### config.mk
export PLATFORM = sky130hd
export DESIGN_NAME = bf16_drain_sched
export DESIGN_NICKNAME = d
export VERILOG_FILES = /design/src/rtl/bf16_drain_sched_pkg.sv /design/src/rtl/bf16_drain_sched_norm.sv /design/src/rtl/bf16_drain_sched.sv
export SDC_FILE = /design/constraint.sdc
export NUM_CORES = 1
export LEC_CHECK = 0
export ABC_AREA = 1
export CELL_PAD_IN_SITES_DETAIL_PLACEMENT = 1
export CELL_PAD_IN_SITES_GLOBAL_PLACEMENT = 1
export CORE_MARGIN = 2
export CORE_UTILIZATION = 35
export DETAILED_ROUTE_END_ITERATION = 12
export MAX_ROUTING_LAYER = met4
export PLACE_DENSITY_LB_ADDON = 0.1
export SLEW_MARGIN = 15
export SYNTH_ARGS = -nofsm -noshare
export SYNTH_HDL_FRONTEND = slang
export SYNTH_SLANG_ARGS = --single-unit
### constraint.sdc
create_clock -name clk -period 4.01 [get_ports clk]
set_clock_uncertainty 0.15 [all_clocks]
set_input_delay 0.6015 -clock clk [delete_from_list [all_inputs] [get_ports clk]]
set_output_delay 0.6015 -clock clk [all_outputs]
set_load 0.1 [all_outputs]
### src/rtl/bf16_drain_sched_pkg.sv
`default_nettype none
// ============================================================================
// Module   : bf16_drain_sched_pkg
// Brief    : Shared widths, exponent bias and FSM encoding for the drain block
// Revision : 1.0
// ============================================================================
package bf16_drain_sched_pkg;

    localparam int ACC_W      = 18;
    localparam int BF16_W     = 16;
    localparam int EXP_OFFSET = 109;

    localparam logic [1:0] c_st_idle = 2'd0;
    localparam logic [1:0] c_st_conv = 2'd1;
    localparam logic [1:0] c_st_send = 2'd2;

endpackage
`default_nettype wire

### src/rtl/bf16_drain_sched_norm.sv
`default_nettype none
// ============================================================================
// Module   : bf16_drain_sched_norm
// Brief    : Combinational int18 -> bf16 normalizer (truncating mantissa)
// Revision : 1.0
// ============================================================================
module bf16_drain_sched_norm
    import bf16_drain_sched_pkg::*;
(
    input  logic [ACC_W-1:0]  acc,
    output logic [BF16_W-1:0] bf16
);

    logic [ACC_W-1:0] w_mag;
    logic [4:0]       w_pos;
    logic [4:0]       w_shift;
    logic [7:0]       w_exp;
    logic [6:0]       w_mant;

    always_comb begin
        // Full 18-bit unsigned magnitude so -2^17 still normalizes correctly
        w_mag = acc[ACC_W-1] ? (~acc + ACC_W'(1)) : acc;
        w_pos = 5'd0;
        for (int i = 0; i < ACC_W; i++) begin
            if (w_mag[i]) begin
                w_pos = 5'(i);
            end
        end
        w_shift = 5'(ACC_W - 1) - w_pos;
        w_exp   = 8'(w_pos) + 8'(EXP_OFFSET);
        w_mant  = 7'((w_mag << w_shift) >> (ACC_W - 8));
        bf16    = (w_mag == '0) ? '0 : {acc[ACC_W-1], w_exp, w_mant};
    end

endmodule
`default_nettype wire

### src/rtl/bf16_drain_sched.sv
`default_nettype none
// ============================================================================
// Module   : bf16_drain_sched
// Brief    : Captures a frame of int18 lanes and drains it as bf16 beats
// Revision : 1.0
// ============================================================================
module bf16_drain_sched
    import bf16_drain_sched_pkg::*;
#(
    parameter  int NUM_LANES = 4,
    localparam int IDX_W     = $clog2(NUM_LANES)
) (
    input  logic                       clk,
    input  logic                       rst,
    input  logic                       load_valid,
    output logic                       load_ready,
    input  logic [NUM_LANES*ACC_W-1:0] load_data,
    input  logic                       abort,
    output logic                       out_valid,
    input  logic                       out_ready,
    output logic [BF16_W-1:0]          out_data,
    output logic [IDX_W-1:0]           out_lane,
    output logic                       out_last,
    output logic                       busy,
    output logic [15:0]                frames_done
);

    localparam logic [IDX_W-1:0] c_idx_one  = IDX_W'(1);
    localparam logic [IDX_W-1:0] c_idx_last = IDX_W'(NUM_LANES - 1);

    logic [1:0]        r_state;
    logic [IDX_W-1:0]  r_idx;
    logic [ACC_W-1:0]  r_lanes [NUM_LANES];
    logic              r_out_valid;
    logic [BF16_W-1:0] r_out_data;
    logic [IDX_W-1:0]  r_out_lane;
    logic              r_out_last;
    logic [15:0]       r_frames_done;

    logic              w_accept;
    logic [IDX_W-1:0]  w_next_idx;
    logic [ACC_W-1:0]  w_conv_in;
    logic [BF16_W-1:0] w_conv_out;

    assign w_accept = load_valid && (r_state == c_st_idle);

    // The converter looks one lane ahead while in SEND so a beat is ready every cycle
    always_comb begin
        w_next_idx = (r_state == c_st_send) ? (r_idx + c_idx_one) : r_idx;
        w_conv_in  = r_lanes[w_next_idx];
    end

    bf16_drain_sched_norm u_norm (
        .acc  (w_conv_in),
        .bf16 (w_conv_out)
    );

    always_ff @(posedge clk) begin
        if (w_accept) begin
            for (int k = 0; k < NUM_LANES; k++) begin
                r_lanes[k] <= load_data[k*ACC_W +: ACC_W];
            end
        end
    end

    always_ff @(posedge clk) begin
        if (rst) begin
            r_state       <= c_st_idle;
            r_idx         <= '0;
            r_out_valid   <= 1'b0;
            r_out_data    <= '0;
            r_out_lane    <= '0;
            r_out_last    <= 1'b0;
            r_frames_done <= '0;
        end else begin
            case (r_state)
                c_st_idle: begin
                    if (load_valid) begin
                        r_idx   <= '0;
                        r_state <= c_st_conv;
                    end
                end
                c_st_conv: begin
                    if (abort) begin
                        r_state     <= c_st_idle;
                        r_out_valid <= 1'b0;
                        r_out_last  <= 1'b0;
                    end else begin
                        r_out_data  <= w_conv_out;
                        r_out_lane  <= w_next_idx;
                        r_out_last  <= (w_next_idx == c_idx_last);
                        r_out_valid <= 1'b1;
                        r_state     <= c_st_send;
                    end
                end
                c_st_send: begin
                    // Abort wins over a coincident handshake; the frame is not counted
                    if (abort) begin
                        r_state     <= c_st_idle;
                        r_out_valid <= 1'b0;
                        r_out_last  <= 1'b0;
                    end else if (out_ready) begin
                        if (r_idx == c_idx_last) begin
                            r_state       <= c_st_idle;
                            r_out_valid   <= 1'b0;
                            r_out_last    <= 1'b0;
                            r_frames_done <= r_frames_done + 16'd1;
                        end else begin
                            r_idx      <= w_next_idx;
                            r_out_data <= w_conv_out;
                            r_out_lane <= w_next_idx;
                            r_out_last <= (w_next_idx == c_idx_last);
                        end
                    end
                end
                default: begin
                    r_state     <= c_st_idle;
                    r_out_valid <= 1'b0;
                    r_out_last  <= 1'b0;
                end
            endcase
        end
    end

    assign load_ready  = (r_state == c_st_idle);
    assign busy        = (r_state != c_st_idle);
    assign out_valid   = r_out_valid;
    assign out_data    = r_out_data;
    assign out_lane    = r_out_lane;
    assign out_last    = r_out_last;
    assign frames_done = r_frames_done;

endmodule
`default_nettype wire

==> metrics, run 1 <==
status=finished clean; R2R setup slack=140 ps; area occupied by multi-input gates=2960 um^2; P_leak=3.43 nW; crit-path max cell delay=340 ps; register area=2970 um^2; Final Max Tran Viols=0; post-route cell area=8640 um^2; critical path's most frequent cell=nand2_1; Area contributors post-synth=edfxtp_1, dfxtp_1, nand2_1; Seq/Total Area, Yosys=0.489; Sink Count=112; crit path max fanout=6; synth-to-layout area growth=42.5%; Die X=136 um; Post-Synthesis Cell Area=6060 um^2; Synth Area in Compound Gates=0.113; Startpoint Class=flop; Net Switching=3.52 mW; top layer in use=met4; Pre-Repair DR Iteration Count=6; Worst-Skew Late Latency=350 ps; Logic pwr share=0.683; Yosys top cell by area=edfxtp_1; Avg Cell Area, Syn=8.41 um^2; CP arrival=4010 ps; Crit. End Element=flop; die area=18,400 um^2; CP max stage cell=dfxtp_2; grt ovf=0; Cells after Synth=721; gpl congestion=0.825; WL met3=478 um; DRT iter0 DRCs=163; share of synthesized flip-flops with an asynchronous set or reset=0; Setup WS pre-CTS=-248 ps; clock share of power=0.121; Worst-Margin Slew=1010 ps; first-pass GRT wire length=28,100 um; Setup WS post-layout=139 ps; Fmax=0.258 GHz; Num CTS Buffers=9; clock root buffer=clkbuf_16; WL/cell=15.5 um; post-route ant nets=0; Buffers on Ports=114; count of final setup violators=0; initial antenna violation count=0; Synth Area in XOR/XNOR=0.0206; RSZ-0062 raised after global routing=yes; fin util=0.505; Final #Nets=996; Ports=115; Initial Utilization=0.354; number of fill cells=2,039; Hold Fails Final Rpt=0; gr usage total=0.198; count leader, synth=nand2_1; Max H-tree Level=3; Die Y=136 um; simple-gate portion of the synthesized area=0.284; Required @ worst endpoint=4150 ps; Synth top area share=0.357; post-synthesis mux area share=0; row count=48; Power Density=844 nW/um^2; Netlist cell types=45; total wire length=17,700 um; via count=5,534; final setup TNS=0 ps; final period utilization=0.965; core area=17,100 um^2; CTS tree=done; WL met2=8990 um; Synth Register Bits=112; clk slew on worst S/H paths=70 ps; Slew headroom=0.324; Syn. warnings=0; Clock Path Buffers=2; Detail Placement HPWL=13,600 um; CP Class=flop to flop; Final min period=3870 ps; largest net degree at the start of global routing=74; Vias/cell=4.86; Post-Syn Nets=808; HP Class=flop to flop; Worst VDD drop=0.000438 V; Adder-Cell Fraction of Synth Area=0.0206; number of flops mapped to enable cells by yosys=72; Seq pwr share=0.196; n_diodes=0; Hold Buf Count CTS=0; vias in the first global route=5,769; Max Cap Violations=0; placed instance area=7800 um^2; WL met1=8060 um; Switching Share=0.483; post-route DRC violation count=0; share of layout cells above drive strength 1=0.233; Main synth FF type=edfxtp_1; main combinational cell family by area after synthesis=simple AND/OR/NAND/NOR gates; Cell Int Power=3.77 mW; Post-synth top cells=nand2_1, nand3_1, edfxtp_1
==> worst max-delay path: cells and delay by family, from the launching register on <==
family,cells,cell delay (ps)
simple gates,16,1510
buf+inv,8,870
fa+ha+maj,2,490
flops,1,340
compound gates,2,320
xor+xnor,1,140
==> per-stage QoR <==
stage	std cells	hold WS, ps	total power [mW]
5_1_grt	1139	340	7.90
2_1_floorplan	721	306	4.39
3_3_place_gp	1098	298	5.77
3_5_place_dp	1098	307	5.81
4_1_cts	1115	319	6.82
6_report	1139	317	7.29
==> power by group through the flow <==
stage	Combinational, mW	Sequential [mW]	Clock [mW]
5_1_grt	5.50	1.44	0.955
3_5_place_dp	4.36	1.45	0
3_3_place_gp	4.32	1.44	0
4_1_cts	4.47	1.43	0.920
2_1_floorplan	2.58	1.81	0
6_report	4.98	1.43	0.885
==> cell type report <==
type / instances / area share
sequential: 112 / 0.344
multi-input combinational: 512 / 0.343
timing repair buffer: 199 / 0.213
inverter: 75 / 0.0345
tap: 225 / 0.0326
clock buffer: 11 / 0.0281
clock inverter: 5 / 0.00536
==> kinds of logic (layout without fill, tap and decap cells) <==
logic type | count (synthesis) | after routing
and+or+nand+nor | 377 | 377
DFF | 112 | 112
buffers and inverters | 97 | 290
adders and majority gates | 10 | 10
AOI/OAI and AO/OA | 115 | 115
xor gates and xnor gates | 10 | 10
==> cells in the final DEF, fill, tap and decap left out, types with 21 or more instances in the layout <==
| master | instances |
|---|---|
| nand2_1 | 189 |
| clkdlybuf4s50_1 | 114 |
| buf_4 | 78 |
| edfxtp_1 | 72 |
| nand3_1 | 68 |
| inv_1 | 57 |
| nor2_1 | 40 |
| a21oi_1 | 40 |
| dfxtp_1 | 37 |
| o21ai_0 | 26 |
| nand2_2 | 21 |
==> per-layer routing <==
layer,global-route usage,vias up
li1,-,2781
met1,0.248,2640
met2,0.337,103
met3,0.0281,10
met4,0.0486,0
met5,-,-
==> sequential cells by signal (all words and copies together), names as in the netlist <==
register     cells
out_lane         2
frames_done     16
out_valid        1
r_lanes         72
r_state          2
r_idx            2
out_last         1
out_data        16
==> repair_timing <==
| item | CTS | global route |
|---|---|---|
| buffers inserted | 1 | 24 |
| pin swaps | 3 | 29 |
| setup endpoints to repair | 8 | 10 |
| hold endpoints to repair | 0 | 0 |
| resized for setup | 14 | 66 |
==> path summary, 6_finish.rpt <==
check,depth (start not counted),end,from
hold reg to reg,2,frames_done[15]$_SDFFE_PP0P_,frames_done[15]$_SDFFE_PP0P_
setup reg to reg,29,out_data[3]$_SDFFE_PP0P_,r_state[0]$_SDFFE_PP0P_
setup / recovery,29,out_data[3]$_SDFFE_PP0P_,r_state[0]$_SDFFE_PP0P_
hold / removal,2,frames_done[15]$_SDFFE_PP0P_,frames_done[15]$_SDFFE_PP0P_
Power figures use the tool's default switching activity.
==> inputs of run 2 (changes only) <==
Settings changed: CAP_MARGIN set to 20, REMOVE_ABC_BUFFERS set to 1.
==> metrics, run 2 (same netlist as run 1, synthesis figures left out) <==
n_diodes=0 (unchanged); Die Y=136 um (unchanged); Switching Share=0.487 (was 0.483); Reg with most FFs=r_lanes (unchanged); core area=17,100 um^2 (unchanged); Required @ worst endpoint=4110 ps (was 4150 ps); DRT iter0 DRCs=249 (was 163); vias in the first global route=5,855 (was 5,769); Num CTS Buffers=9 (unchanged); Vias/cell=5.00 (was 4.86); Crit. End Element=flop (unchanged); total wire length=19,500 um (was 17,700 um); count of final setup violators=0 (unchanged); Initial Utilization=0.354 (unchanged); final period utilization=0.959 (was 0.965); Seq pwr share=0.189 (was 0.196); final setup TNS=0 ps (unchanged); synth-to-layout area growth=46.1% (was 42.5%); Pre-Repair DR Iteration Count=5 (was 6); Logic pwr share=0.686 (was 0.683); CTS tree=done (unchanged); fin util=0.517 (was 0.505); most common cell after layout, fill and taps aside=nand2_1 (unchanged); HP Class=flop to flop (unchanged); grt ovf=0 (unchanged); commonest cells after routing, fill and taps aside=nand2_1, clkdlybuf4s50_1, buf_4 (unchanged); CP arrival=3950 ps (was 4010 ps); initial antenna violation count=0 (unchanged); post-route cell area=8850 um^2 (was 8640 um^2); Clock Path Buffers=2 (unchanged); CP Class=flop to flop (unchanged); Slew headroom=0.332 (was 0.324); Sink Count=112 (unchanged); first-pass GRT wire length=29,100 um (was 28,100 um); R2R setup slack=160 ps (was 140 ps); Final Max Tran Viols=0 (unchanged); Worst-Margin Slew=999 ps (was 1010 ps); Worst VDD drop=0.000440 V (was 0.000438 V); Buffers on Ports=114 (unchanged); crit path max fanout=8 (was 6); Max H-tree Level=3 (unchanged); placed instance area=7850 um^2 (was 7800 um^2); post-route ant nets=0 (unchanged); Power Density=856 nW/um^2 (was 844 nW/um^2); CP max stage cell=dfxtp_2 (unchanged); Max Cap Violations=0 (unchanged); Final #Nets=999 (was 996); Detail Placement HPWL=14,100 um (was 13,600 um); clock root buffer=clkbuf_16 (unchanged); Fmax=0.260 GHz (was 0.258 GHz); post-route DRC violation count=0 (unchanged); Worst-Skew Late Latency=360 ps (was 350 ps); Hold Fails Final Rpt=0 (unchanged); P_leak=3.50 nW (was 3.43 nW); Ports=115 (unchanged); max reg flops=72 (unchanged); status=finished clean (unchanged); share of layout cells above drive strength 1=0.241 (was 0.233); Die X=136 um (unchanged); Cell Int Power=3.89 mW (was 3.77 mW); Min Hold Slack=318 ps (was 317 ps); gr usage total=0.209 (was 0.198); Net Switching=3.69 mW (was 3.52 mW); crit-path max cell delay=340 ps (about the same); clock share of power=0.125 (was 0.121); die area=18,400 um^2 (unchanged); largest net degree at the start of global routing=67 (was 74); via count=5,705 (was 5,534); Startpoint Class=flop (unchanged); Final min period=3850 ps (was 3870 ps); clk slew on worst S/H paths=80 ps (was 70 ps); Pwr Total=7.58 mW (was 7.29 mW); row count=48 (unchanged); gpl congestion=0.857 (was 0.825); WL/cell=17.1 um (was 15.5 um)
-- run 2: power by group through the flow --
stage,logic (mW),registers [mW],clock network [mW]
after floorplan,2.42,1.81,0
after global placement,4.46,1.45,0
after detailed placement,4.50,1.45,0
after CTS,4.59,1.43,0.969
after global routing,5.68,1.44,1.01
final,5.19,1.43,0.950
-- run 2: per-layer routing --
| metal | part of all wire | wire (um) | track usage | up-vias |
|---|---|---|---|---|
| li1 | - | - | - | 2791 |
| met3 | 0.033 | 647 | 0.0363 | 27 |
| met2 | 0.52 | 10100 | 0.361 | 102 |
| met1 | 0.43 | 8340 | 0.252 | 2785 |
| met5 | 0 | 0 | - | - |
| met4 | 0.022 | 434 | 0.0590 | 0 |
-- run 2: final cells by class --
cell class / count / area (um^2)
clock buffer: 9 / 225
clock inverter: 7 / 86.3
fill: 1989 / 8260
inverter: 75 / 294
multi-input combinational: 513 / 3040
sequential: 112 / 2970
tap: 225 / 282
timing repair buffer: 201 / 1960
-- run 2: worst max-delay path, delay by kind of cell, from the launching register on --
kind / cells / cell delay, ps
flops: 1 / 340
buf+inv: 8 / 710
fa+ha+maj: 2 / 490
simple gates: 13 / 1320
compound gates: 5 / 520
xor+xnor: 1 / 210
-- run 2: final timing paths --
kind,startpoint,to,cells after the start
setup / recovery,r_state[0]$_SDFFE_PP0P_,out_data[6]$_SDFFE_PP0P_,29
hold / removal,out_data[1]$_SDFFE_PP0P_,out_data[1]$_SDFFE_PP0P_,2
setup reg to reg,r_state[0]$_SDFFE_PP0P_,out_data[6]$_SDFFE_PP0P_,29
hold reg to reg,out_data[1]$_SDFFE_PP0P_,out_data[1]$_SDFFE_PP0P_,2
-- run 2: what timing repair did --
item	in CTS	in global routing
setup buffers	6	17
gates resized for setup	8	84
pin swaps	2	44
cloned	0	5
hold buffers	0	0
setup endpoints to repair	8	10
-- run 2: metrics by stage --
step / cells / worst slack (ps)
CTS: 1121 / 12.0
global route: 1142 / -68.1
detailed placement: 1099 / -149
floorplan: 699 / -686
global placement: 1099 / 77.3
finish: 1142 / 164
